### src/rtl/led_seq_ctrl_pkg.sv
// ---------------------------------------------------------------------------
// led_ctrl_pkg
// Shared types and helpers for the LED chaser controller.
//   mode_e      : pattern mode encoding (FWD, REV, PING, BLINK)
//   speed_t     : speed index, step period = BASE_PERIOD >> speed
//   dir_e       : ping-pong travel direction
//   deb_cycles  : debounce length in clk cycles from clock rate and ms
// ---------------------------------------------------------------------------
package led_ctrl_pkg;

  localparam int MODE_W  = 2;
  localparam int SPEED_W = 2;

  typedef enum logic [MODE_W-1:0] {
    MODE_FWD   = 2'd0,
    MODE_REV   = 2'd1,
    MODE_PING  = 2'd2,
    MODE_BLINK = 2'd3
  } mode_e;

  typedef logic [SPEED_W-1:0] speed_t;

  typedef enum logic {
    DIR_UP   = 1'b0,
    DIR_DOWN = 1'b1
  } dir_e;

  // Clamped to 1 so a very slow clock still gives a working debouncer.
  function automatic int deb_cycles(input int clk_hz, input int debounce_ms);
    int c;
    c = (clk_hz / 1000) * debounce_ms;
    return (c < 1) ? 1 : c;
  endfunction

endpackage

### src/rtl/led_seq_ctrl_if.sv
// ---------------------------------------------------------------------------
// led_seq_ctrl_if
// Board-side signal bundle of the LED chaser controller.
//   btn_mode_n/btn_speed_n/btn_pause_n : raw active-low pushbuttons
//   led    : LED drive, 1 = on
//   mode   : current pattern mode
//   speed  : current speed index
//   paused : 1 = sequence frozen
// master = board/stimulus side, slave = controller side.
// ---------------------------------------------------------------------------
interface led_seq_ctrl_if #(
  parameter int NUM_LEDS = 3
);
  import led_ctrl_pkg::*;

  logic                btn_mode_n;
  logic                btn_speed_n;
  logic                btn_pause_n;
  logic [NUM_LEDS-1:0] led;
  logic [MODE_W-1:0]   mode;
  speed_t              speed;
  logic                paused;

  modport master (
    output btn_mode_n, btn_speed_n, btn_pause_n,
    input  led, mode, speed, paused
  );

  modport slave (
    input  btn_mode_n, btn_speed_n, btn_pause_n,
    output led, mode, speed, paused
  );

endinterface

### src/rtl/led_seq_ctrl_btn_debounce.sv
// ---------------------------------------------------------------------------
// btn_debounce
// Synchronises one asynchronous active-low button, debounces it and emits a
// single-cycle event on each debounced press.
//   clk       : system clock
//   rst_n     : asynchronous active-low reset
//   btn_n     : raw button, active-low, asynchronous to clk
//   pressed   : debounced level, 1 = pressed
//   press_evt : one-cycle pulse on released->pressed
// ---------------------------------------------------------------------------
module btn_debounce #(
  parameter int DEB_CYC = 4
) (
  input  logic clk,
  input  logic rst_n,
  input  logic btn_n,
  output logic pressed,
  output logic press_evt
);

  localparam int CNT_W = (DEB_CYC > 1) ? $clog2(DEB_CYC) : 1;

  logic             sync1_q, sync2_q;
  logic             pressed_q, pressed_d;
  logic             evt_q, evt_d;
  logic [CNT_W-1:0] cnt_q, cnt_d;
  logic             raw_pressed;

  assign raw_pressed = ~sync2_q;

  // The count only advances while the synchronised level disagrees with the
  // debounced level; any agreement (a bounce back) restarts it.
  always_comb begin
    pressed_d = pressed_q;
    evt_d     = 1'b0;
    cnt_d     = '0;
    if (raw_pressed != pressed_q) begin
      if (cnt_q == CNT_W'(DEB_CYC - 1)) begin
        pressed_d = raw_pressed;
        evt_d     = raw_pressed;
      end else begin
        cnt_d = cnt_q + 1'b1;
      end
    end
  end

  // Synchronisers reset to the released level so leaving reset never
  // looks like a press edge.
  always_ff @(posedge clk or negedge rst_n) begin
    if (!rst_n) begin
      sync1_q   <= 1'b1;
      sync2_q   <= 1'b1;
      pressed_q <= 1'b0;
      evt_q     <= 1'b0;
      cnt_q     <= '0;
    end else begin
      sync1_q   <= btn_n;
      sync2_q   <= sync1_q;
      pressed_q <= pressed_d;
      evt_q     <= evt_d;
      cnt_q     <= cnt_d;
    end
  end

  assign pressed   = pressed_q;
  assign press_evt = evt_q;

endmodule

### src/rtl/led_seq_ctrl.sv
// ---------------------------------------------------------------------------
// led_seq_ctrl
// Configurable LED chaser: three debounced buttons select pattern mode,
// step speed and pause; a tick counter paces the pattern sequencer.
//   clk   : system clock, rising edge
//   rst_n : asynchronous active-low reset
//   bus   : led_seq_ctrl_if.slave (buttons in; led/mode/speed/paused out)
// ---------------------------------------------------------------------------
module led_seq_ctrl
  import led_ctrl_pkg::*;
#(
  parameter int CLK_HZ      = 50_000_000,
  parameter int NUM_LEDS    = 3,
  parameter int DEBOUNCE_MS = 20,
  parameter int BASE_PERIOD = 25_000_000
) (
  input  logic          clk,
  input  logic          rst_n,
  led_seq_ctrl_if.slave bus
);

  localparam int DEB_CYC = deb_cycles(CLK_HZ, DEBOUNCE_MS);
  localparam int CNT_W   = $clog2(BASE_PERIOD);
  localparam int POS_W   = $clog2(NUM_LEDS);

  logic       mode_evt, speed_evt, pause_evt;
  logic [2:0] btn_level_unused;

  btn_debounce #(.DEB_CYC(DEB_CYC)) u_deb_mode (
    .clk       (clk),
    .rst_n     (rst_n),
    .btn_n     (bus.btn_mode_n),
    .pressed   (btn_level_unused[0]),
    .press_evt (mode_evt)
  );

  btn_debounce #(.DEB_CYC(DEB_CYC)) u_deb_speed (
    .clk       (clk),
    .rst_n     (rst_n),
    .btn_n     (bus.btn_speed_n),
    .pressed   (btn_level_unused[1]),
    .press_evt (speed_evt)
  );

  btn_debounce #(.DEB_CYC(DEB_CYC)) u_deb_pause (
    .clk       (clk),
    .rst_n     (rst_n),
    .btn_n     (bus.btn_pause_n),
    .pressed   (btn_level_unused[2]),
    .press_evt (pause_evt)
  );

  mode_e               mode_q, mode_d;
  speed_t              speed_q, speed_d;
  logic                paused_q, paused_d;
  logic [POS_W-1:0]    pos_q, pos_d;
  dir_e                dir_q, dir_d;
  logic                phase_q, phase_d;
  logic [CNT_W-1:0]    cnt_q, cnt_d;
  logic [NUM_LEDS-1:0] led_q, led_d;
  logic [CNT_W-1:0]    period_m1;
  logic                step;

  function automatic logic [NUM_LEDS-1:0] led_decode(input mode_e m,
                                                     input logic [POS_W-1:0] p,
                                                     input logic ph);
    logic [NUM_LEDS-1:0] one;
    one = NUM_LEDS'(1);
    if (m == MODE_BLINK) return ph ? '0 : '1;
    return one << p;
  endfunction

  assign period_m1 = CNT_W'((BASE_PERIOD >> speed_q) - 1);
  assign step      = (cnt_q == period_m1) && !paused_q;

  always_comb begin
    mode_d   = mode_q;
    speed_d  = speed_q;
    paused_d = paused_q;
    pos_d    = pos_q;
    dir_d    = dir_q;
    phase_d  = phase_q;
    cnt_d    = cnt_q;

    if (speed_evt) speed_d  = speed_q + 1'b1;
    if (pause_evt) paused_d = ~paused_q;

    // Counter holds while paused so unpause resumes mid-period.
    if (mode_evt || speed_evt || step) cnt_d = '0;
    else if (!paused_q)                cnt_d = cnt_q + 1'b1;

    // A mode press restarts the pattern and swallows a coincident step.
    if (mode_evt) begin
      mode_d  = mode_e'(mode_q + 1'b1);
      pos_d   = '0;
      dir_d   = DIR_UP;
      phase_d = 1'b0;
    end else if (step) begin
      case (mode_q)
        MODE_FWD:
          pos_d = (pos_q == POS_W'(NUM_LEDS - 1)) ? '0 : pos_q + 1'b1;
        MODE_REV:
          pos_d = (pos_q == '0) ? POS_W'(NUM_LEDS - 1) : pos_q - 1'b1;
        MODE_PING: begin
          // Bounce at the ends without repeating the end LED.
          if (dir_q == DIR_UP) begin
            if (pos_q == POS_W'(NUM_LEDS - 1)) begin
              dir_d = DIR_DOWN;
              pos_d = POS_W'(NUM_LEDS - 2);
            end else begin
              pos_d = pos_q + 1'b1;
            end
          end else begin
            if (pos_q == '0) begin
              dir_d = DIR_UP;
              pos_d = POS_W'(1);
            end else begin
              pos_d = pos_q - 1'b1;
            end
          end
        end
        MODE_BLINK:
          phase_d = ~phase_q;
      endcase
    end

    // Decoding the next state keeps led in step with pos/phase.
    led_d = led_decode(mode_d, pos_d, phase_d);
  end

  always_ff @(posedge clk or negedge rst_n) begin
    if (!rst_n) begin
      mode_q   <= MODE_FWD;
      speed_q  <= '0;
      paused_q <= 1'b0;
      pos_q    <= '0;
      dir_q    <= DIR_UP;
      phase_q  <= 1'b0;
      cnt_q    <= '0;
      led_q    <= NUM_LEDS'(1);
    end else begin
      mode_q   <= mode_d;
      speed_q  <= speed_d;
      paused_q <= paused_d;
      pos_q    <= pos_d;
      dir_q    <= dir_d;
      phase_q  <= phase_d;
      cnt_q    <= cnt_d;
      led_q    <= led_d;
    end
  end

  assign bus.led    = led_q;
  assign bus.mode   = mode_q;
  assign bus.speed  = speed_q;
  assign bus.paused = paused_q;

endmodule
### src/flat_wrapper.sv
// flat-port wrapper written by rule: the top's interface ports become plain ports
module led_seq_ctrl_flat import led_ctrl_pkg::*;
#(
  parameter int CLK_HZ      = 50_000_000,
  parameter int NUM_LEDS    = 3,
  parameter int DEBOUNCE_MS = 20,
  parameter int BASE_PERIOD = 25_000_000
)
  (clk, rst_n, bus_btn_mode_n, bus_btn_speed_n, bus_btn_pause_n, bus_led, bus_mode, bus_speed, bus_paused);
  led_seq_ctrl_if #(.NUM_LEDS(NUM_LEDS)) bus_i ();
  input  logic clk;
  input  logic rst_n;
  input wire logic [$bits(bus_i.btn_mode_n)-1:0] bus_btn_mode_n;
  input wire logic [$bits(bus_i.btn_speed_n)-1:0] bus_btn_speed_n;
  input wire logic [$bits(bus_i.btn_pause_n)-1:0] bus_btn_pause_n;
  output wire logic [$bits(bus_i.led)-1:0] bus_led;
  output wire logic [$bits(bus_i.mode)-1:0] bus_mode;
  output wire logic [$bits(bus_i.speed)-1:0] bus_speed;
  output wire logic [$bits(bus_i.paused)-1:0] bus_paused;
  assign bus_i.btn_mode_n = bus_btn_mode_n;
  assign bus_i.btn_speed_n = bus_btn_speed_n;
  assign bus_i.btn_pause_n = bus_btn_pause_n;
  assign bus_led = bus_i.led;
  assign bus_mode = bus_i.mode;
  assign bus_speed = bus_i.speed;
  assign bus_paused = bus_i.paused;
  led_seq_ctrl #(.CLK_HZ(CLK_HZ), .NUM_LEDS(NUM_LEDS), .DEBOUNCE_MS(DEBOUNCE_MS), .BASE_PERIOD(BASE_PERIOD)) u_core (.clk(clk), .rst_n(rst_n), .bus(bus_i));
endmodule
### config.mk
export PLATFORM = sky130hd
export DESIGN_NAME = led_seq_ctrl_flat
export DESIGN_NICKNAME = d
export VERILOG_FILES = /design/src/rtl/led_seq_ctrl_pkg.sv /design/src/rtl/led_seq_ctrl_if.sv /design/src/rtl/led_seq_ctrl_btn_debounce.sv /design/src/rtl/led_seq_ctrl.sv /design/src/flat_wrapper.sv
export SDC_FILE = /design/constraint.sdc
export NUM_CORES = 1
export LEC_CHECK = 0
export ABC_AREA = 1
export CORE_MARGIN = 2
export CORE_UTILIZATION = 58
export CTS_CLUSTER_DIAMETER = 150
export DETAILED_ROUTE_END_ITERATION = 8
export PLACE_DENSITY = 0.81
export SYNTH_ARGS = -nofsm -noshare
export SYNTH_HDL_FRONTEND = slang
export SYNTH_HIERARCHICAL = 1
export SYNTH_SLANG_ARGS = --single-unit
### constraint.sdc
create_clock -name clk -period 3.7 [get_ports clk]
set_input_delay 0.74 -clock clk [delete_from_list [all_inputs] [get_ports clk]]
set_output_delay 0.74 -clock clk [all_outputs]
set_load 0.02 [all_outputs]
==> impl_metrics.tcl <==
set metrics [dict create \
    status "complete, no violations" \
    synth_cell_types 41 \
    grt_max_degree 45 \
    yosys_warnings 6 \
    period_minus_slack_ns 2.37 \
    min_path_type "reg -> reg" \
    p_sw_mw 0.478 \
    ys_seq_elements 109 \
    clkSinkCount 109 \
    setup_tns_ns 0 \
    grt_overflow 0 \
    netlist_instances 865 \
    num_rows 39 \
    hold_slack_ns 0.355 \
    grtUsageTotal_pct 24.3 \
    antennaDiodeCount 0 \
    vdd_ir_drop_max_mv 0.315 \
    endpoint_kind "flop" \
    synth.largest_area_cell "dfrtp_1" \
    dieWidth_um 111 \
    ios 13 \
    cts_buffers 9 \
    core_um2 11400 \
    clk_pin_slew_ns 0.07 \
    p_int_mw 1.76 \
    worstHoldStart "u_core/u_deb_pause/sync1_q" \
    clockPowerShare_pct 43.1 \
    synth_top_area_share_pct 38.1 \
    fmax_mhz 422 \
    critical_path.cell_chain "inv_1 -> ha_1 -> nand2_1 -> nand2_1 -> nand2_1 -> nand2_1 -> nand3_2 -> nor2_4 -> nand2_2 -> nand2_4 -> inv_4 -> o21ai_0 -> a21oi_1" \
    slew_viol_final 0 \
    slew_headroom_pct 61.5 \
    routedWlPerCell_um 13.6 \
    rsz0062_at_grt "no" \
    cp.buffers_inverters 2 \
    rrSetupSlack_ns 1.33 \
    cts_resized 0 \
    clk_path_buf_depth 2 \
    htreeDepth 3 \
    via_per_inst 5.32 \
    min_to "u_core/u_deb_pause/sync2_q" \
    worst_pin_slew_ns 0.576 \
    postCtsSetupRepairBufs 0 \
    die-area_um2 12400 \
    grt_pass1_wl_mm 24.7 \
    finalSetupViolations 0 \
    crit_type "reg -> reg" \
    drive_above_1_share_pct 15.3 \
    drt_iter0_markers 245 \
    antenna_left 0 \
    antenna_found_initial 0 \
    holdPathStages 0 \
    avgSynthCellArea_um2 7.75 \
    slowest_delay_ns 0.48 \
    area_delta_synth_final_pct 8.44 \
    skew_ns 0.00776 \
    netlist_top_cells_area "dfrtp_1 38%, nand2_1 9.8%, nor2_1 8.2%" \
    finalNetCount 912 \
    r2r_start "u_core/bus.speed[0]" \
    vias 5500 \
    comb_power_share_pct 2.8 \
    ys_seq_area_share_pct 40.8 \
    drt_wl_total_mm 14.0 \
    place.gp.congestion 1.01 \
    finalPower_mw 2.24 \
    dr.pass1.iters 5 \
    reg2reg_to "u_core/cnt_q[4]" \
    place_hpwl_mm 10.4 \
    die_y_um 111 \
    grt_pass1_vias 5358 \
    cts_root_buf "clkbuf_16" \
    required_ns 3.94 \
    power.density_nw_per_um2 308 \
    start_kind "flop" \
    power_leakage_nw 3.24 \
    arrival_ns 2.60 \
    critical_path.top_delay_family "simple AND/OR/NAND/NOR gates" \
    cts_hold_buf 0 \
    min_period_over_period_pct 64.0 \
    rr_worst_depth 13 \
    crit_top_cell "nand2_1" \
    cts_tree "done" \
    p_seq_share_pct 54.1 \
    critPathMaxFanout 17 \
    swShare_pct 21.3 \
    numPortBuffers 12 \
    initial_utilization_pct 58.9 \
    hold_violations 0 \
    startpoint "u_core/bus.speed[0]" \
    worst_path_max_delay_cell "dfrtp_1" \
    maxCapViolCount 0 \
    netlist_area_um2 6700 \
    drcViolationCount 0 \
    synth_fp_nets 891 \
    clkLatencyLatePin_ns 0.36 \
]
[routing by layer]
| layer | part of all wire [%] | track usage, % | up-vias |
|---|---|---|---|
| met5 | 0 | 0 | - |
| met4 | 2.5 | 10.2 | 0 |
| met3 | 3.9 | 4.08 | 28 |
| met2 | 47 | 39.6 | 120 |
| met1 | 46 | 32.4 | 2549 |
| li1 | - | - | 2803 |
[layout by cell type, fill, tap and decap left out, types with 4 or more instances in the layout]
cell type,count
nor2_2,29
nor4_1,4
nor2_4,13
o21ai_0,19
o21ai_2,4
o21ai_1,10
nand2_1,175
xor2_1,27
xnor2_1,7
a21oi_1,28
nand3_1,54
inv_2,7
clkdlybuf4s50_1,11
buf_4,4
nand3b_1,4
ha_1,21
nor3b_1,5
nand3_2,9
nand2_4,4
nor2_1,146
dfrtp_1,102
inv_1,93
nor3_2,4
nand4_1,19
dfstp_2,7
nor3_1,17
nand2_2,29
clkbuf_16,9
[worst max path at each step]
stage	end	cells past startpoint	slack [ns]
global route	u_core/cnt_q[22]	14	1.12
detailed placement	u_core/cnt_q[18]	13	1.36
floorplan	u_core/cnt_q[8]	13	1.56
global placement	u_core/cnt_q[5]	13	1.46
finish	u_core/cnt_q[4]	13	1.33
CTS	bus_paused	1	1.32
[area by class of cell]
cell class                 count  area (um^2)
sequential                   109         2740
timing repair buffer          15          140
fill                        1013         4100
inverter                     104          398
clock inverter                 4         47.5
tap                          143          179
clock buffer                  12          246
multi-input combinational    647         3520
[metrics by stage]
stage,area [um^2],util (%),setup slack (ns),instances
after detailed placement,6970,61.3,1.36,1018
after CTS,7270,63.9,1.32,1034
after floorplan,6700,-,1.56,865
final,7270,63.9,1.33,1034
after global routing,7270,63.9,1.12,1034
after global placement,6970,61.3,1.46,1018
[power groups by stage]
stage / Combinational (mW) / Sequential (mW) / Clock, mW
finish: 0.0628 / 1.21 / 0.965
global route: 0.0753 / 1.21 / 1.04
CTS: 0.0650 / 1.21 / 0.993
detailed placement: 0.0646 / 1.24 / 0
global placement: 0.0640 / 1.24 / 0
floorplan: 0.0277 / 1.23 / 0
[cell families (layout without fill, tap and decap cells)]
kind of cell	count (synthesis)	after routing	synth area share, %
compound gates	71	71	5.92
xor+xnor	37	37	5.17
fa+ha+maj	21	21	3.92
buf+inv	109	135	6.65
flops	109	109	40.8
simple gates	518	518	37.5
[Yosys cell counts (all sizes together)]
master / count
a211oi: 1
a21oi: 28
a22o: 1
a31oi: 3
buf: 4
clkbuf: 1
clkinv: 1
dfrtp: 102
dfstp: 7
ha: 21
inv: 103
nand2: 208
nand3: 63
nand3b: 4
nand4: 19
nor2: 188
nor3: 21
nor3b: 8
nor4: 4
o211a: 1
o21a: 2
o21ai: 33
o21bai: 1
o221ai: 1
or2: 3
xnor2: 10
xor2: 27
[registers in the layout, summed over array words and instances, names as in the netlist, 2 cells and up]
signal and cells:
u_core/cnt_q 25, u_core/u_deb_mode/cnt_q 20, u_core/u_deb_pause/cnt_q 20, u_core/u_deb_speed/cnt_q 20
u_core/bus.led 3, u_core/bus.mode 2, u_core/bus.speed 2, u_core/pos_q 2
(Power assumes the default switching activity.)
